## src/rtl/uart_frame_assembler_if.sv

```systemverilog
// Handshake bundle between the UART byte source, the frame assembler and the
// downstream frame consumer. The producer side (byte strobe, byte, ack) is the
// master; the assembler is the slave.
interface uart_frame_assembler_if #(
    parameter int FRAME_W = 16
);
    logic               in_uart_ready;
    logic [7:0]         in_uart_frame;
    logic               in_ack;
    logic [FRAME_W-1:0] out_frame;
    logic               out_valid;
    logic               out_overrun;
    logic               out_resync;

    modport master (
        output in_uart_ready,
        output in_uart_frame,
        output in_ack,
        input  out_frame,
        input  out_valid,
        input  out_overrun,
        input  out_resync
    );

    modport slave (
        input  in_uart_ready,
        input  in_uart_frame,
        input  in_ack,
        output out_frame,
        output out_valid,
        output out_overrun,
        output out_resync
    );
endinterface

```

## src/rtl/uart_frame_assembler.sv

```systemverilog
// UART-byte-to-sample-frame packer. Collects BPS/8 bytes per sample and
// FRAME_SIZE samples per frame, places bytes according to BIG_ENDIAN, drops
// half-built frames after an inter-byte timeout and hands each finished frame
// to a valid/ack output register. A finished frame that finds the output
// register still occupied is dropped and reported on out_overrun.
module uart_frame_assembler #(
    parameter int BPS          = 16,
    parameter int FRAME_SIZE   = 1,
    parameter int BIG_ENDIAN   = 1,
    parameter int TIMEOUT_CLKS = 0
) (
    input  logic                    in_clk,
    input  logic                    in_rst,
    uart_frame_assembler_if.slave   bus
);
    localparam int BYTES   = BPS / 8;
    localparam int FRAME_W = FRAME_SIZE * BPS;
    localparam int BCW     = (BYTES > 1)        ? $clog2(BYTES)          : 1;
    localparam int SCW     = (FRAME_SIZE > 1)   ? $clog2(FRAME_SIZE)     : 1;
    localparam int IW      = (FRAME_W > 1)      ? $clog2(FRAME_W)        : 1;
    localparam int TW      = (TIMEOUT_CLKS > 0) ? $clog2(TIMEOUT_CLKS+1) : 1;

    localparam logic [BCW-1:0] LAST_BYTE = BCW'(BYTES - 1);
    localparam logic [SCW-1:0] LAST_SAMP = SCW'(FRAME_SIZE - 1);
    localparam logic [TW-1:0]  TIMER_MAX = TW'(TIMEOUT_CLKS);

    typedef enum logic [0:0] {
        S_IDLE    = 1'b0,
        S_COLLECT = 1'b1
    } state_t;

    state_t               state_q;
    logic [BCW-1:0]       byte_cnt_q;
    logic [SCW-1:0]       samp_cnt_q;
    logic [TW-1:0]        timer_q;
    logic [FRAME_W-1:0]   asm_q;
    logic [FRAME_W-1:0]   frame_q;
    logic                 valid_q;
    logic                 overrun_q;
    logic                 resync_q;

    logic [BCW-1:0]       lane_d;
    logic [IW-1:0]        bit_idx_d;
    logic [FRAME_W-1:0]   merged_d;
    logic                 last_byte_d;
    logic                 out_free_d;
    logic [TW-1:0]        timer_inc_d;
    logic                 expire_d;

    // Where the incoming byte lands, the buffer with it merged in, and the
    // frame-complete / output-free / timeout-expiry decisions for this cycle.
    always_comb begin
        lane_d      = (BIG_ENDIAN != 0) ? (LAST_BYTE - byte_cnt_q) : byte_cnt_q;
        bit_idx_d   = IW'(samp_cnt_q) * IW'(BPS) + IW'(lane_d) * IW'(8);
        merged_d    = asm_q;
        merged_d[bit_idx_d +: 8] = bus.in_uart_frame;
        last_byte_d = (byte_cnt_q == LAST_BYTE) && (samp_cnt_q == LAST_SAMP);
        out_free_d  = !valid_q || bus.in_ack;
        timer_inc_d = timer_q + TW'(1);
        // Expiry is the cycle the idle count would reach TIMEOUT_CLKS, so the
        // resync pulse appears exactly TIMEOUT_CLKS clocks after the last strobe.
        expire_d    = (TIMEOUT_CLKS > 0) && (state_q == S_COLLECT) &&
                      (timer_inc_d == TIMER_MAX);
    end

    // Assembly FSM with its counters, idle timer and all registered outputs.
    always_ff @(posedge in_clk or posedge in_rst) begin
        if (in_rst) begin
            state_q    <= S_IDLE;
            byte_cnt_q <= '0;
            samp_cnt_q <= '0;
            timer_q    <= '0;
            asm_q      <= '0;
            frame_q    <= '0;
            valid_q    <= 1'b0;
            overrun_q  <= 1'b0;
            resync_q   <= 1'b0;
        end else begin
            overrun_q <= 1'b0;
            resync_q  <= 1'b0;

            // Consumer handshake; a frame loaded below in the same cycle keeps
            // valid high with no bubble.
            if (valid_q && bus.in_ack) begin
                valid_q <= 1'b0;
            end

            if (bus.in_uart_ready) begin
                // A strobe always wins over a coincident timeout expiry.
                timer_q <= '0;
                if (last_byte_d) begin
                    state_q    <= S_IDLE;
                    byte_cnt_q <= '0;
                    samp_cnt_q <= '0;
                    asm_q      <= '0;
                    if (out_free_d) begin
                        frame_q <= merged_d;
                        valid_q <= 1'b1;
                    end else begin
                        overrun_q <= 1'b1;
                    end
                end else begin
                    state_q <= S_COLLECT;
                    asm_q   <= merged_d;
                    if (byte_cnt_q == LAST_BYTE) begin
                        byte_cnt_q <= '0;
                        samp_cnt_q <= samp_cnt_q + SCW'(1);
                    end else begin
                        byte_cnt_q <= byte_cnt_q + BCW'(1);
                    end
                end
            end else if (expire_d) begin
                state_q    <= S_IDLE;
                byte_cnt_q <= '0;
                samp_cnt_q <= '0;
                asm_q      <= '0;
                timer_q    <= '0;
                resync_q   <= 1'b1;
            end else if ((TIMEOUT_CLKS > 0) && (state_q == S_COLLECT)) begin
                if (timer_q != TIMER_MAX) begin
                    timer_q <= timer_inc_d;
                end else begin
                    timer_q <= timer_q;
                end
            end else begin
                timer_q <= '0;
            end
        end
    end

    assign bus.out_frame   = frame_q;
    assign bus.out_valid   = valid_q;
    assign bus.out_overrun = overrun_q;
    assign bus.out_resync  = resync_q;

endmodule
```

## src/flat_wrapper.sv

```systemverilog
// flat-port wrapper written by rule: the top's interface ports become plain ports
module uart_frame_assembler_flat 
#(
    parameter int BPS          = 16,
    parameter int FRAME_SIZE   = 1,
    parameter int BIG_ENDIAN   = 1,
    parameter int TIMEOUT_CLKS = 0
)
  (in_clk, in_rst, bus_in_uart_ready, bus_in_uart_frame, bus_in_ack, bus_out_frame, bus_out_valid, bus_out_overrun, bus_out_resync);
  uart_frame_assembler_if bus_i ();
  input  logic in_clk;
  input  logic in_rst;
  input wire logic [$bits(bus_i.in_uart_ready)-1:0] bus_in_uart_ready;
  input wire logic [$bits(bus_i.in_uart_frame)-1:0] bus_in_uart_frame;
  input wire logic [$bits(bus_i.in_ack)-1:0] bus_in_ack;
  output wire logic [$bits(bus_i.out_frame)-1:0] bus_out_frame;
  output wire logic [$bits(bus_i.out_valid)-1:0] bus_out_valid;
  output wire logic [$bits(bus_i.out_overrun)-1:0] bus_out_overrun;
  output wire logic [$bits(bus_i.out_resync)-1:0] bus_out_resync;
  assign bus_i.in_uart_ready = bus_in_uart_ready;
  assign bus_i.in_uart_frame = bus_in_uart_frame;
  assign bus_i.in_ack = bus_in_ack;
  assign bus_out_frame = bus_i.out_frame;
  assign bus_out_valid = bus_i.out_valid;
  assign bus_out_overrun = bus_i.out_overrun;
  assign bus_out_resync = bus_i.out_resync;
  uart_frame_assembler #(.BPS(BPS), .FRAME_SIZE(FRAME_SIZE), .BIG_ENDIAN(BIG_ENDIAN), .TIMEOUT_CLKS(TIMEOUT_CLKS)) u_core (.in_clk(in_clk), .in_rst(in_rst), .bus(bus_i));
endmodule
```

## config.mk

```make
export PLATFORM = sky130hd
export DESIGN_NAME = uart_frame_assembler_flat
export DESIGN_NICKNAME = d
export VERILOG_FILES = /design/src/rtl/uart_frame_assembler_if.sv /design/src/rtl/uart_frame_assembler.sv /design/src/flat_wrapper.sv
export SDC_FILE = /design/constraint.sdc
export NUM_CORES = 1
export LEC_CHECK = 0
export ABC_AREA = 1
export CAP_MARGIN = 30
export CORE_ASPECT_RATIO = 0.75
export CORE_MARGIN = 4
export CORE_UTILIZATION = 55
export CTS_CLUSTER_SIZE = 24
export DETAILED_ROUTE_END_ITERATION = 10
export PLACE_DENSITY = 0.82
export SLEW_MARGIN = 20
export SYNTH_ARGS = -nofsm -noshare
export SYNTH_HDL_FRONTEND = slang
export SYNTH_SLANG_ARGS = --single-unit
```

## constraint.sdc

```tcl
create_clock -name in_clk -period 1.8 [get_ports in_clk]
set_clock_uncertainty 0.05 [all_clocks]
set_input_delay 0.36 -clock in_clk [delete_from_list [all_inputs] [get_ports in_clk]]
set_output_delay 0.36 -clock in_clk [all_outputs]
set_load 0.03 [all_outputs]
```

# Word-level counts from Yosys, hierarchy flattened
# Cells that the tools add are included.
# W data, S select, Z words.
[totals]
in_bits = 12
ff_bits = 36
elab_cells = 33
out_inout_bits = 19
[classes]
n_shift = 2
reduce_logical = 7
add_sub_neg = 4
muxes = 13
bitwise_logic = 1
[ops]
columns = ["op", "n"]
rows = [
  ["$bwmux W16", 1],
  ["$mux W16", 1],
  ["$shift A8 B6 Y16 const A", 1],
  ["$shiftx A8 B6 Y16", 1],
  ["$mux W1", 11],
  ["$neg A4 Y6", 1],
  ["$reduce_and A3 Y1", 1],
  ["$add A1 B1 Y1 const B", 2],
  ["$logic_and A1 B1 Y1", 2],
  ["$reduce_and A2 Y1", 1],
  ["$reduce_bool A2 Y1", 1],
  ["$logic_not A1 Y1", 1],
  ["$logic_or A1 B1 Y1", 1],
  ["$not A1 Y1", 1],
  ["$sub A1 B1 Y1 const A", 1],
]

# Logic depth before layout (Yosys ltp)
# Gate-level depths: netlist of run 1.
[depth]
word_depth = 5
depth_mapped = 7
depth_no_buf = 5

# Worst setup path after synthesis of run 1
# No wires, ideal clock.
[synth_path]
path_kind = "flip-flop to flip-flop"
startpoint = "register u_core.valid_q, in the netlist u_core.bus.out_valid"
endpoint = "register u_core.frame_q[15], in the netlist u_core.bus.out_frame[15]"
required_ps = 1632
n_path_buf = 1
setup_time_ps = 118
t_arrival_ps = 1007
stages_incl_launch_ff = 5
period_less_slack_ps = 1175
slack_ps = 625
cell_sequence = "dfrtp_1 -> nand2_2 -> buf_2 -> nand3_1 -> nand2_1"
[synth_via]
elab_chain_cells = 3
[synth_lines]
columns = ["item", "line_no", "source"]
rows = [
  ["start: declaration", "uart_frame_assembler.sv:38", "logic valid_q;"],
  ["start signal: assignment", "uart_frame_assembler.sv:75", "valid_q <= 1'b0;"],
  ["start signal: assignment", "uart_frame_assembler.sv:85", "valid_q <= 1'b0;"],
  ["start signal: assignment", "uart_frame_assembler.sv:98", "valid_q <= 1'b1;"],
  ["$logic_not A1 Y1", "uart_frame_assembler.sv:58", "out_free_d = !valid_q || bus.in_ack;"],
  ["$logic_or A1 B1 Y1", "uart_frame_assembler.sv:58", ""],
  ["$reduce_and A3 Y1 (no source line)", "--", ""],
  ["end signal: assignment", "uart_frame_assembler.sv:97", "frame_q <= merged_d;"],
  ["end: declaration", "uart_frame_assembler.sv:37", "logic [FRAME_W-1:0] frame_q;"],
]
# Every way passes these cells.
# A chain may end at the register's enable or synchronous reset.

# Worst setup path after layout of run 1
[layout_path]
startpoint = "register u_core.frame_q[6], in the netlist u_core.bus.out_frame[6]"
endpoint = "output bus_out_frame[6]"
[layout_rtl]
columns = ["item", "line_no", "source"]
rows = [
  ["end: declaration", "flat_wrapper.sv:16", "output wire logic [$bits(bus_i.out_frame)-1:0] bus_out_frame;"],
]
# No word-level cell between the ends.

==> impl_metrics.py, run 1 <==
metrics = {
    "drt": {
        "wl_per_cell_um": 13.4,
        "ant_nets": 0,
        "num_vias": 1434,
        "viasPerCell": 5.25,
        "drt-pass1-iter-count": 4,
        "drc": 0,
        "wirelength_um": 3670,
        "drtIter0Drc": 149,
    },
    "sta": {
        "period_share_pct": 97.2,
        "rsz0062_at_grt": "no",
        "finalSetupTns_ps": 0,
        "period_minus_slack_ps": 1750,
        "setup_violations": 0,
        "whs_ps": 423,
        "max_freq_mhz": 572,
        "hold_viol": 0,
        "slew_viol_final": 0,
    },
    "critical_path": {
        "cp_max_fo": 2,
        "r2r_start": "u_core.samp_cnt_q$_DFFE_PP0P_",
        "cpPeakStageDelay_ps": 680,
        "critPathRequiredTime_ps": 1390,
        "slowest_stage": "clkdlybuf4s50_1",
        "crit_buf_inv": 1,
        "critical-path-top-delay-family": "buffers and inverters",
        "end_kind": "output pin",
        "cp_data_arrival_time_ps": 1340,
        "critPathLaunchType": "flop",
        "rr_worst_depth": 4,
        "r2r_slack_ps": 510,
        "r2r_end": "u_core.asm_q[14]$_DFFE_PP0P_",
        "cp_cell_sequence": "clkdlybuf4s50_1",
        "path_class": "flop to output pin",
    },
    "synthesis": {
        "synthXorXnorAreaFrac_pct": 0.533,
        "yosys.area_share.simple_pct": 37.1,
        "synthAdderAreaFrac_pct": 0,
        "synth_top_family_by_area": "simple AND/OR/NAND/NOR gates",
        "ys_types": 18,
        "synth-compound-area-share_pct": 1.60,
        "synth_area_sq_mm": 0.00164,
        "ys_seq_elements": 36,
        "yosysWarningCount": 0,
        "syn-num-nets": 216,
        "synthCells": 204,
        "syn_area_per_cell_sq_um": 8.06,
        "yosysSeqAreaShare_pct": 54.8,
        "synthMuxAreaShare_pct": 0,
    },
    "clock_network": {
        "hold_buffers": 0,
        "clk_pin_slew_worst_paths_ps": 70,
        "cts_buffer_depth": 2,
        "cts_resized": 0,
        "cts_sinks": 36,
        "numCtsBuffers": 5,
        "cts_tree": "done",
        "cts_root_buf": "clkbuf_8",
        "post_cts_buffers": 0,
        "htree_levels": 2,
        "clk_latency_ps": 280,
    },
    "place": {
        "place.gp.congestion": 0.834,
        "place_inst": 265,
        "io_buffer_count": 29,
        "dp.final_hpwl_um": 2640,
    },
    "global_routing": {
        "grt_pass1_vias": 1406,
        "antenna_found_initial": 0,
        "gr-total-overflow": 0,
        "grt_max_degree": 37,
        "grt_usage_pct": 20.5,
        "grt_pass1_wl_um": 6330,
    },
    "pwr": {
        "p_leak_nw": 1.11,
        "power_density_mw_per_mm2": 1840,
        "ir_drop_mv": 1.06,
        "total_power_mw": 3.80,
    },
    "worst_hold_path": {
        "hold_class": "primary input to async pin",
    },
    "finish": {
        "final_core_util_pct": 75.7,
        "syn_to_final_growth_pct": 25.3,
        "drive_gt1_share_pct": 8.44,
        "nNetsFinal": 248,
        "layout.cells.most_common": "nand2_1",
        "layout_common_cells": "nand2_1, dfrtp_1, clkdlybuf4s50_1",
        "antenna_cells": 0,
        "final_cell_count_no_fill": 273,
    },
    "die": {
        "fp.dieArea_sq_mm": 0.00394,
        "die_y_um": 55.4,
        "row_count": 16,
        "io_pins": 31,
        "initial_utilization_pct": 60.4,
        "core_area_sq_mm": 0.00272,
        "die_w_um": 71.1,
    },
    "run_status": {
        "status": "finished, final reports clean",
    },
    "flow_run": {
        "drv_cap": 0,
    },
}
==> tightest hold or removal path, delay by kind of cell <==
kind / cells / cell delay (ps)
buffers and inverters: 3 / 830
==> registers in the layout, summed over array words and instances (netlist names) <==
name	cells
u_core.bus.out_valid	1
u_core.samp_cnt_q	1
u_core.asm_q	16
u_core.bus.out_overrun	1
u_core.bus.out_frame	16
u_core.byte_cnt_q	1
==> power breakdown <==
part,internal (mW),leakage (nW),switching (mW)
logic,0.640,0.587,1.10
registers,1.15,0.471,0.213
clock network,0.411,0.0552,0.282
==> Yosys cell counts <==
cell type	n	area, sq um
nor3_1	1	5.00
clkbuf_1	1	3.75
inv_2	3	11.3
buf_6	4	45.0
buf_4	3	22.5
o21ai_0	1	5.00
xor2_1	1	8.76
nand2_2	2	12.5
inv_1	2	7.51
a21oi_1	1	5.00
a21oi_4	1	16.3
nand2_4	1	11.3
nand3_1	16	80.1
conb_1	1	3.75
buf_2	1	5.00
dfrtp_1	36	901
nand2_1	128	480
nor2_8	1	20.0
==> metal layers <==
layer,wire length [um],vias to the layer above,track usage [%],share of wire [%]
met3,345,9,8.51,9.4
met2,1630,66,29.6,45
met1,1640,669,28.3,45
met4,53,0,6.17,1.4
met5,0,-,0,0
li1,-,690,-,-
==> through the flow <==
step,area (sq um),setup slack [ps]
global placement,1950,179
finish,2060,51.0
floorplan,1640,586
CTS,2060,38.2
detailed placement,1950,128
global route,2060,15.8
==> final cells by class <==
type,count,area [sq um]
Clock buffer,6,72.6
Sequential cell,36,901
Inverter,5,18.8
Tap cell,36,45.0
Multi-Input combinational cell,154,648
Timing Repair Buffer,34,340
Fill cell,201,662
Clock inverter,2,35.0
==> cell families after synthesis <==
family,Yosys count
xor+xnor,1
simple gates,149
compound gates,3
buf+inv,14
flops,36
other cells,1
==> worst max-delay path by stage <==
stage                                   startpoint  slack, ps                                  end  cells past startpoint
4_1_cts        u_core.bus.out_frame[6]$_DFFE_PP0P_         40                     bus_out_frame[6]                      1
5_1_grt        u_core.bus.out_frame[2]$_DFFE_PP0P_         20                     bus_out_frame[2]                      1
3_3_place_gp                     bus_in_uart_ready        180  u_core.bus.out_frame[6]$_DFFE_PP0P_                      6
3_5_place_dp                     bus_in_uart_ready        130  u_core.bus.out_frame[5]$_DFFE_PP0P_                      6
6_report       u_core.bus.out_frame[6]$_DFFE_PP0P_         50                     bus_out_frame[6]                      1
2_1_floorplan                               in_rst        590          u_core.asm_q[0]$_DFFE_PP0P_                      1
(Power assumes the default switching activity.)
==> run 2, diff against run 1 <==
--- a/config.mk
+++ b/config.mk
@@ -13,6 +13,7 @@
 export CTS_CLUSTER_SIZE = 24
 export DETAILED_ROUTE_END_ITERATION = 10
 export PLACE_DENSITY = 0.82
+export SKIP_CTS_REPAIR_TIMING = 1
 export SLEW_MARGIN = 20
 export SYNTH_ARGS = -nofsm -noshare
 export SYNTH_HDL_FRONTEND = slang
==> results of run 2 <==
Same layout as run 1: the final DEF is identical, and so are final timing and power.
